--- src/rtl/cpu_types_pkg.sv ---
// Shared CPU types: register index type and pipeline controller state encoding.
// Optional performance counters in pipeline_ctrl are enabled by PIPELINE_CTRL_PERF_EN.
package cpu_types_pkg;

  typedef logic [4:0] regbits_t;

  typedef enum logic [1:0] {
    RUN      = 2'd0,
    MEM_WAIT = 2'd1,
    HALTED   = 2'd2
  } ctrl_state_t;

  localparam int PERF_W = 32;

endpackage

--- src/rtl/pipeline_ctrl_if.sv ---
// Hazard/stall bundle between the datapath (master) and pipeline_ctrl (slave).
// PIPELINE_CTRL_PERF_EN adds the stall_cycles / flush_count counter outputs.
interface pipeline_ctrl_if;
  import cpu_types_pkg::*;

  logic     ihit;
  logic     dhit;
  logic     mem_dREN;
  logic     mem_dWEN;
  logic     ex_dREN;
  regbits_t ex_rt;
  regbits_t id_rs;
  regbits_t id_rt;
  logic     mem_redirect;
  logic     wb_halt;

  logic     pc_en;
  logic     en_ifid;
  logic     en_idex;
  logic     en_exmem;
  logic     en_memwb;
  logic     flush_ifid;
  logic     flush_idex;
  logic     flush_exmem;
  logic     halted;
`ifdef PIPELINE_CTRL_PERF_EN
  logic [PERF_W-1:0] stall_cycles;
  logic [PERF_W-1:0] flush_count;
`endif

  modport master (
    output ihit, dhit, mem_dREN, mem_dWEN, ex_dREN, ex_rt, id_rs, id_rt,
           mem_redirect, wb_halt,
`ifdef PIPELINE_CTRL_PERF_EN
    input  stall_cycles, flush_count,
`endif
    input  pc_en, en_ifid, en_idex, en_exmem, en_memwb,
           flush_ifid, flush_idex, flush_exmem, halted
  );

  modport slave (
    input  ihit, dhit, mem_dREN, mem_dWEN, ex_dREN, ex_rt, id_rs, id_rt,
           mem_redirect, wb_halt,
`ifdef PIPELINE_CTRL_PERF_EN
    output stall_cycles, flush_count,
`endif
    output pc_en, en_ifid, en_idex, en_exmem, en_memwb,
           flush_ifid, flush_idex, flush_exmem, halted
  );

endinterface

--- src/rtl/pipeline_ctrl_load_use_detect.sv ---
// Combinational load-use hazard detect: load in ID/EX whose destination feeds IF/ID.
module load_use_detect
  import cpu_types_pkg::*;
(
  input  logic     ex_dREN,
  input  regbits_t ex_rt,
  input  regbits_t id_rs,
  input  regbits_t id_rt,
  output logic     hazard
);

  // $0 is hardwired zero, so a load targeting it never creates a dependency
  assign hazard = ex_dREN && (ex_rt != '0) && ((ex_rt == id_rs) || (ex_rt == id_rt));

endmodule

--- src/rtl/pipeline_ctrl.sv ---
// Five-stage pipeline stall/flush controller with zero-cycle combinational reaction.
// Define PIPELINE_CTRL_PERF_EN to add saturating stall_cycles / flush_count counters.
//
// state    | meaning
// RUN      | normal flow; redirects and load-use stalls handled in-cycle
// MEM_WAIT | previous cycle stalled on ihit/dhit; a redirect may be pending
// HALTED   | halt retired; pipeline frozen until RST
module pipeline_ctrl
  import cpu_types_pkg::*;
(
  input  logic            CLK,
  input  logic            RST,
  pipeline_ctrl_if.slave  bus
);

  ctrl_state_t state;
  logic        flush_pending;
  logic        mem_wait;
  logic        hazard;
  logic        redirect_fire;

  logic pc_en, en_ifid, en_idex, en_exmem, en_memwb;
  logic flush_ifid, flush_idex, flush_exmem;

  load_use_detect u_load_use_detect (
    .ex_dREN (bus.ex_dREN),
    .ex_rt   (bus.ex_rt),
    .id_rs   (bus.id_rs),
    .id_rt   (bus.id_rt),
    .hazard  (hazard)
  );

  assign mem_wait = !bus.ihit || ((bus.mem_dREN || bus.mem_dWEN) && !bus.dhit);

  always_comb begin
    pc_en         = 1'b0;
    en_ifid       = 1'b0;
    en_idex       = 1'b0;
    en_exmem      = 1'b0;
    en_memwb      = 1'b0;
    flush_ifid    = 1'b0;
    flush_idex    = 1'b0;
    flush_exmem   = 1'b0;
    redirect_fire = 1'b0;
    if (state == HALTED || mem_wait) begin
      // everything frozen
    end else if (bus.mem_redirect || flush_pending) begin
      // flushed stages stay enabled so the bubble is actually loaded
      pc_en         = 1'b1;
      en_ifid       = 1'b1;
      en_idex       = 1'b1;
      en_exmem      = 1'b1;
      en_memwb      = 1'b1;
      flush_ifid    = 1'b1;
      flush_idex    = 1'b1;
      flush_exmem   = 1'b1;
      redirect_fire = 1'b1;
    end else if (hazard) begin
      en_idex    = 1'b1;
      en_exmem   = 1'b1;
      en_memwb   = 1'b1;
      flush_idex = 1'b1;
    end else begin
      pc_en    = 1'b1;
      en_ifid  = 1'b1;
      en_idex  = 1'b1;
      en_exmem = 1'b1;
      en_memwb = 1'b1;
    end
  end

  always_ff @(posedge CLK or posedge RST) begin
    if (RST) begin
      state         <= RUN;
      flush_pending <= 1'b0;
    end else if (state != HALTED) begin
      if (bus.wb_halt)
        state <= HALTED;
      else if (mem_wait)
        state <= MEM_WAIT;
      else
        state <= RUN;

      if (mem_wait) begin
        if (bus.mem_redirect)
          flush_pending <= 1'b1;
      end else begin
        flush_pending <= 1'b0;
      end
    end
  end

  assign bus.pc_en       = pc_en;
  assign bus.en_ifid     = en_ifid;
  assign bus.en_idex     = en_idex;
  assign bus.en_exmem    = en_exmem;
  assign bus.en_memwb    = en_memwb;
  assign bus.flush_ifid  = flush_ifid;
  assign bus.flush_idex  = flush_idex;
  assign bus.flush_exmem = flush_exmem;
  assign bus.halted      = (state == HALTED);

`ifdef PIPELINE_CTRL_PERF_EN
  logic [PERF_W-1:0] stall_cycles;
  logic [PERF_W-1:0] flush_count;

  always_ff @(posedge CLK or posedge RST) begin
    if (RST) begin
      stall_cycles <= '0;
      flush_count  <= '0;
    end else begin
      if (!pc_en && state != HALTED && stall_cycles != '1)
        stall_cycles <= stall_cycles + 1'b1;
      if (redirect_fire && flush_count != '1)
        flush_count <= flush_count + 1'b1;
    end
  end

  assign bus.stall_cycles = stall_cycles;
  assign bus.flush_count  = flush_count;
`endif

endmodule
--- src/flat_wrapper.sv ---
// flat-port wrapper written by rule: the top's interface ports become plain ports
module pipeline_ctrl_flat import cpu_types_pkg::*;
  (CLK, RST, bus_ihit, bus_dhit, bus_mem_dREN, bus_mem_dWEN, bus_ex_dREN, bus_ex_rt, bus_id_rs, bus_id_rt, bus_mem_redirect, bus_wb_halt, bus_pc_en, bus_en_ifid, bus_en_idex, bus_en_exmem, bus_en_memwb, bus_flush_ifid, bus_flush_idex, bus_flush_exmem, bus_halted);
  pipeline_ctrl_if bus_i ();
  input  logic CLK;
  input  logic RST;
  input wire logic [$bits(bus_i.ihit)-1:0] bus_ihit;
  input wire logic [$bits(bus_i.dhit)-1:0] bus_dhit;
  input wire logic [$bits(bus_i.mem_dREN)-1:0] bus_mem_dREN;
  input wire logic [$bits(bus_i.mem_dWEN)-1:0] bus_mem_dWEN;
  input wire logic [$bits(bus_i.ex_dREN)-1:0] bus_ex_dREN;
  input wire logic [$bits(bus_i.ex_rt)-1:0] bus_ex_rt;
  input wire logic [$bits(bus_i.id_rs)-1:0] bus_id_rs;
  input wire logic [$bits(bus_i.id_rt)-1:0] bus_id_rt;
  input wire logic [$bits(bus_i.mem_redirect)-1:0] bus_mem_redirect;
  input wire logic [$bits(bus_i.wb_halt)-1:0] bus_wb_halt;
  output wire logic [$bits(bus_i.pc_en)-1:0] bus_pc_en;
  output wire logic [$bits(bus_i.en_ifid)-1:0] bus_en_ifid;
  output wire logic [$bits(bus_i.en_idex)-1:0] bus_en_idex;
  output wire logic [$bits(bus_i.en_exmem)-1:0] bus_en_exmem;
  output wire logic [$bits(bus_i.en_memwb)-1:0] bus_en_memwb;
  output wire logic [$bits(bus_i.flush_ifid)-1:0] bus_flush_ifid;
  output wire logic [$bits(bus_i.flush_idex)-1:0] bus_flush_idex;
  output wire logic [$bits(bus_i.flush_exmem)-1:0] bus_flush_exmem;
  output wire logic [$bits(bus_i.halted)-1:0] bus_halted;
  assign bus_i.ihit = bus_ihit;
  assign bus_i.dhit = bus_dhit;
  assign bus_i.mem_dREN = bus_mem_dREN;
  assign bus_i.mem_dWEN = bus_mem_dWEN;
  assign bus_i.ex_dREN = bus_ex_dREN;
  assign bus_i.ex_rt = bus_ex_rt;
  assign bus_i.id_rs = bus_id_rs;
  assign bus_i.id_rt = bus_id_rt;
  assign bus_i.mem_redirect = bus_mem_redirect;
  assign bus_i.wb_halt = bus_wb_halt;
  assign bus_pc_en = bus_i.pc_en;
  assign bus_en_ifid = bus_i.en_ifid;
  assign bus_en_idex = bus_i.en_idex;
  assign bus_en_exmem = bus_i.en_exmem;
  assign bus_en_memwb = bus_i.en_memwb;
  assign bus_flush_ifid = bus_i.flush_ifid;
  assign bus_flush_idex = bus_i.flush_idex;
  assign bus_flush_exmem = bus_i.flush_exmem;
  assign bus_halted = bus_i.halted;
  pipeline_ctrl u_core (.CLK(CLK), .RST(RST), .bus(bus_i));
endmodule
--- config.mk ---
export PLATFORM = sky130hd
export DESIGN_NAME = pipeline_ctrl_flat
export DESIGN_NICKNAME = d
export VERILOG_FILES = /design/src/rtl/cpu_types_pkg.sv /design/src/rtl/pipeline_ctrl_if.sv /design/src/rtl/pipeline_ctrl_load_use_detect.sv /design/src/rtl/pipeline_ctrl.sv /design/src/flat_wrapper.sv
export SDC_FILE = /design/constraint.sdc
export NUM_CORES = 1
export LEC_CHECK = 0
export CAP_MARGIN = 25
export CORE_AREA = 2 2 39 41
export CTS_BUF_LIST = sky130_fd_sc_hd__clkbuf_8
export DETAILED_ROUTE_END_ITERATION = 16
export DIE_AREA = 0 0 41 43
export DONT_BUFFER_PORTS = 1
export GPL_ROUTABILITY_DRIVEN = 0
export GPL_TIMING_DRIVEN = 0
export PLACE_DENSITY_LB_ADDON = 0.1
export SYNTH_ARGS = -nofsm -noshare
export SYNTH_HDL_FRONTEND = slang
export SYNTH_HIERARCHICAL = 1
export SYNTH_SLANG_ARGS = --single-unit
export TNS_END_PERCENT = 100
--- constraint.sdc ---
create_clock -name CLK -period 1.8 [get_ports CLK]
set_input_delay 0.27 -clock CLK [delete_from_list [all_inputs] [get_ports CLK]]
set_output_delay 0.27 -clock CLK [all_outputs]
set_load 0.05 [all_outputs]
# Word level (Yosys, flattened, before mapping)
# Index checks and enable logic that the tools add are counted.
[word_totals]
ff_bits = 3
input_bits = 24
out_inout_bits = 9
word_cells = 32
[classes]
n_eq_ne = 5
muxes = 13
reduce_logical = 12
[op_table]
columns = ["op", "n"]
rows = [
  ["two-way mux 1 bit", 12],
  ["equality test 5 bit", 2],
  ["logical OR 1 bit", 5],
  ["nonzero test 5 bit", 1],
  ["!= test 2 bit, second input constant", 2],
  ["logical AND 1 bit", 3],
  ["equality test 2 bit, second input constant", 1],
  ["zero test 1 bit", 2],
  ["two-way mux 2 bit", 1],
  ["AND reduction 2 bit", 1],
]

# Depth between registers and ports, before layout
# Gate-level depths: netlist of the first run.
[logic_depth]
depth_word = 6
ltp_mapped = 6
depth_no_buf = 6

# By module
# The synthesis of the first run kept the hierarchy.
[modules_own_cells]
columns = ["mod", "instances", "cells_each", "area_per_inst_um2"]
rows = [
  ["pipeline_ctrl", 1, 22, 214.0],
  ["load_use_detect", 1, 17, 125.1],
]

# Worst setup path before layout of the first run
# Ideal clock, no wire load.
[synth_timing]
path_kind = "input to output"
startpoint = "input bus_ex_rt[1]"
endpoint = "output bus_pc_en"
t_arrival_ns = 1.797
setup_slack_ns = -0.267
cell_stages = 5
cell_sequence = "or4_1 o21ai_1 a21oi_1 a21oi_2 buf_4"
[synth_between]
elab_chain_cells = 6
word_cells_on_any_way = 9
classes_between = "eq/ne (2); mux (3); reduce/logical (4)"
[synth_lines]
columns = ["item", "line", "rtl"]
rows = [
  ["from (decl)", "flat_wrapper.sv:12", "input wire logic [$bits(bus_i.ex_rt)-1:0] bus_ex_rt;"],
  ["equality test 5 bit or nonzero test 5 bit (tied branches)", "pipeline_ctrl_load_use_detect.sv:13", "assign hazard = ex_dREN && (ex_rt != '0) && ((ex_rt == id_rs) || (ex_rt == id_rt));"],
  ["logical OR 1 bit or logical AND 1 bit (tied branches)", "pipeline_ctrl_load_use_detect.sv:13", ""],
  ["logical AND 1 bit (*)", "pipeline_ctrl_load_use_detect.sv:13", ""],
  ["named net u_core.hazard", "pipeline_ctrl.sv:19", "logic hazard;"],
  ["two-way mux 1 bit (*) (3 in a row)", "-", ""],
  ["to (decl)", "flat_wrapper.sv:17", "output wire logic [$bits(bus_i.pc_en)-1:0] bus_pc_en;"],
]
# The timed path passes the listed nets; every way through them passes the cells marked *.

# Worst setup path in the final report of the first run
# Same ends and word-level chain as after synthesis.

==> impl_metrics.yaml, run 1 <==
clock_tree:
  clock_path_buffers: 2
  cts_inserted_buffers: 3
  post_cts_buffers: 0
  ctsHtreeMaxLevel: 1
  cts_sinks: 3
  clock-root-buffer: "clkbuf_8"
  tritoncts: "yes"
  clk_latency_ns: 0.22
  path_clk_slew_ns: 0.03
synthesis:
  syn-num-nets: 63
  ys_warn_count: 6
  yosysTopAreaCell: "dfrtp_1"
  synthAdderAreaFrac_pct: 0
  synthArstFlopShare_pct: 100
  synth_top_family_by_area: "simple AND/OR/NAND/NOR gates"
  synth_ff_type: "dfrtp_1"
  synth_top_area_share_pct: 22.1
  yosys-top-cells-count: "6 x xor2_1, 4 x buf_4, 4 x xnor2_1"
  synth-compound-area-share_pct: 14.0
  synthXorXnorAreaFrac_pct: 25.8
  synth_seq_cells: 3
  synth_most_common_cell: "xor2_1"
  synth_edf_count: 0
  synth.area.top_cells: "dfrtp_1 22%, xor2_1 15%, xnor2_1 10%"
  syn_area_sq_um: 339
  yosys.area_share.simple_pct: 25.8
  synth_mux_area_share_pct: 0
  ys_types: 18
  synthCells: 39
  syn_area_per_cell_sq_um: 8.69
  ys_seq_area_share_pct: 22.1
grt:
  track_usage_pct: 9.33
  grt_pass1_vias: 306
  overflow: 0
  grt_pass1_wl_mm: 1.11
  grt_max_degree: 5
  antenna_found_initial: 0
detailed_routing:
  via_count: 289
  routed_via_density: 4.82
  post_drt_wl_per_cell_um: 12.3
  postRouteWirelength_um: 740
  ant_nets: 0
  drt_iter0_markers: 2
  drc: 0
  dr.pass1.iters: 2
sta:
  slew_viol_final: 0
  clock_skew_ns: 0.000348
  fmax_mhz: 543
  setup_ws_ns: -0.0429
  fin_setup_tns_ns: -0.0429
  rsz0062_at_grt: "yes"
  final_hold_viol_count: 0
  setup_viol: 1
  post-route-period-util_pct: 102
  worstMarginPinSlew_ns: 0.421
  period_needed_ns: 1.84
  slew_headroom_pct: 71.9
floorplanning:
  core-area_sq_mm: 0.00138
  die_w_um: 41
  pin_count: 33
  start_util_pct: 24.5
  rows: 14
  die_h_um: 43
  die-area_sq_mm: 0.00176
cells_and_area:
  nets: 69
  areaGrowthSynthToFinish_pct: 33.2
  drive_gt1_share_pct: 40.9
  n_antenna_cell: 0
  fin_area_sq_um: 452
  fillers: 151
worst_hold_path:
  hold_class: "in -> reg"
power_and_ir_drop:
  peakVddDrop_mv: 0.281
  p_leak_uw: 0.000176
  power.density_mw_per_mm2: 653
worst_setup_path:
  crit_type: "in -> out"
  cp.required_ns: 1.53
  crit_arrival_ns: 1.57
  critPathMaxFanout: 3
  critPathCaptureType: "output port"
  critPathLaunchType: "input port"
run_status:
  violations: "setup timing"
  status: "finished, violations left"
placement:
  hpwl_um: 669
  dp_slack_ns: -0.132
  post_dp_cell_area_sq_um: 372
  numPortBuffers: 0
job:
  max-cap-violations: 0
layout by cell type, fill, tap and decap left out, drive strengths merged, types with 2 or more instances in the layout:
cell type / Yosys / routed
a21oi: 4 / 4
buf: 4 / 4
clkbuf: 0 / 3
dfrtp: 3 / 3
inv: 3 / 4
nand2b: 2 / 2
nand3: 3 / 3
nor2: 4 / 4
nor3: 3 / 3
xnor2: 4 / 4
xor2: 6 / 6
worst paths after layout:
| check | from | cells after the start | slack (ns) | endpoint |
|---|---|---|---|---|
| max | bus_ex_rt[1] | 5 | -0.04 | bus_pc_en |
| min | bus_ihit | 1 | 0.14 | u_core/state[0] |
| max reg2reg | u_core/state[1] | 4 | 0.73 | u_core/flush_pending |
| min reg2reg | u_core/flush_pending | 2 | 0.53 | u_core/flush_pending |
| max in group asynchronous | RST | 2 | 1.31 | u_core/flush_pending |
| min in group asynchronous | RST | 2 | 0.37 | u_core/state[0] |
report_power, final:
group	internal (uW)	switching, uW
Clock	145	44.7
Combinational	21.1	15.9
Sequential	67.9	0
stage by stage:
step / cells / hold slack (ns) / total power, uW / util [%]
after floorplan: 39 / 0.0236 / 97.9 / -
after global placement: 55 / 0.0301 / 99.6 / 26.9
after detailed placement: 55 / 0.0326 / 101 / 26.9
after CTS: 60 / 0.135 / 298 / 31.7
after global routing: 60 / 0.142 / 310 / 32.6
final: 60 / 0.138 / 295 / 32.6
registers in the layout, indices dropped and copies added (netlist names):
signal and count:
u_core/flush_pending 1, u_core/state 2
critical path, cell delays in order:
cell,delay [ns]
or4_4,0.51
o21ai_2,0.13
a21oi_2,0.07
a21oi_4,0.37
buf_6,0.22
kinds of logic after synthesis:
| family | after synthesis |
|---|---|
| xor gates and xnor gates | 10 |
| buffers and inverters | 7 |
| and+or+nand+nor | 13 |
| DFF | 3 |
| AOI/OAI and AO/OA | 6 |
cell type report:
class,instances,area (sq um),share of cell area [%]
multi-input cells,29,256,56.8
flip-flops and latches,3,75.1,16.6
clock buffers,3,41.3,9.14
plain buffers,4,33.8,7.48
well taps,16,20.0,4.43
inverters,3,11.3,2.49
repair buffers,1,10.0,2.22
clock inverters,1,3.75,0.831
per-layer routing:
| metal | track usage [%] | up-vias | wire length (um) |
|---|---|---|---|
| met2 | 17.2 | 27 | 407 |
| met1 | 8.33 | 125 | 215 |
| met3 | 1.57 | 2 | 97 |
| met4 | 6.00 | 0 | 19 |
| met5 | 0 | - | 0 |
| li1 | - | 135 | - |
repair_timing:
item                                    in CTS  in global routing
resized for setup                            3                  3
pin swaps                                    1                  1
endpoints found under the hold margin        3                  0
hold buffers                                 1                  0
endpoints found under the setup margin       3                  2
(Power assumes the default switching activity.)
==> run 2: changes to the inputs <==
--- a/config.mk
+++ b/config.mk
@@ -5,7 +5,7 @@
 export SDC_FILE = /design/constraint.sdc
 export NUM_CORES = 1
 export LEC_CHECK = 0
-export CAP_MARGIN = 25
+export CAP_MARGIN = 0
 export CORE_AREA = 2 2 39 41
 export CTS_BUF_LIST = sky130_fd_sc_hd__clkbuf_8
 export DETAILED_ROUTE_END_ITERATION = 16
==> results of run 2 <==
Final layout, timing and power as in run 1 (identical DEF).
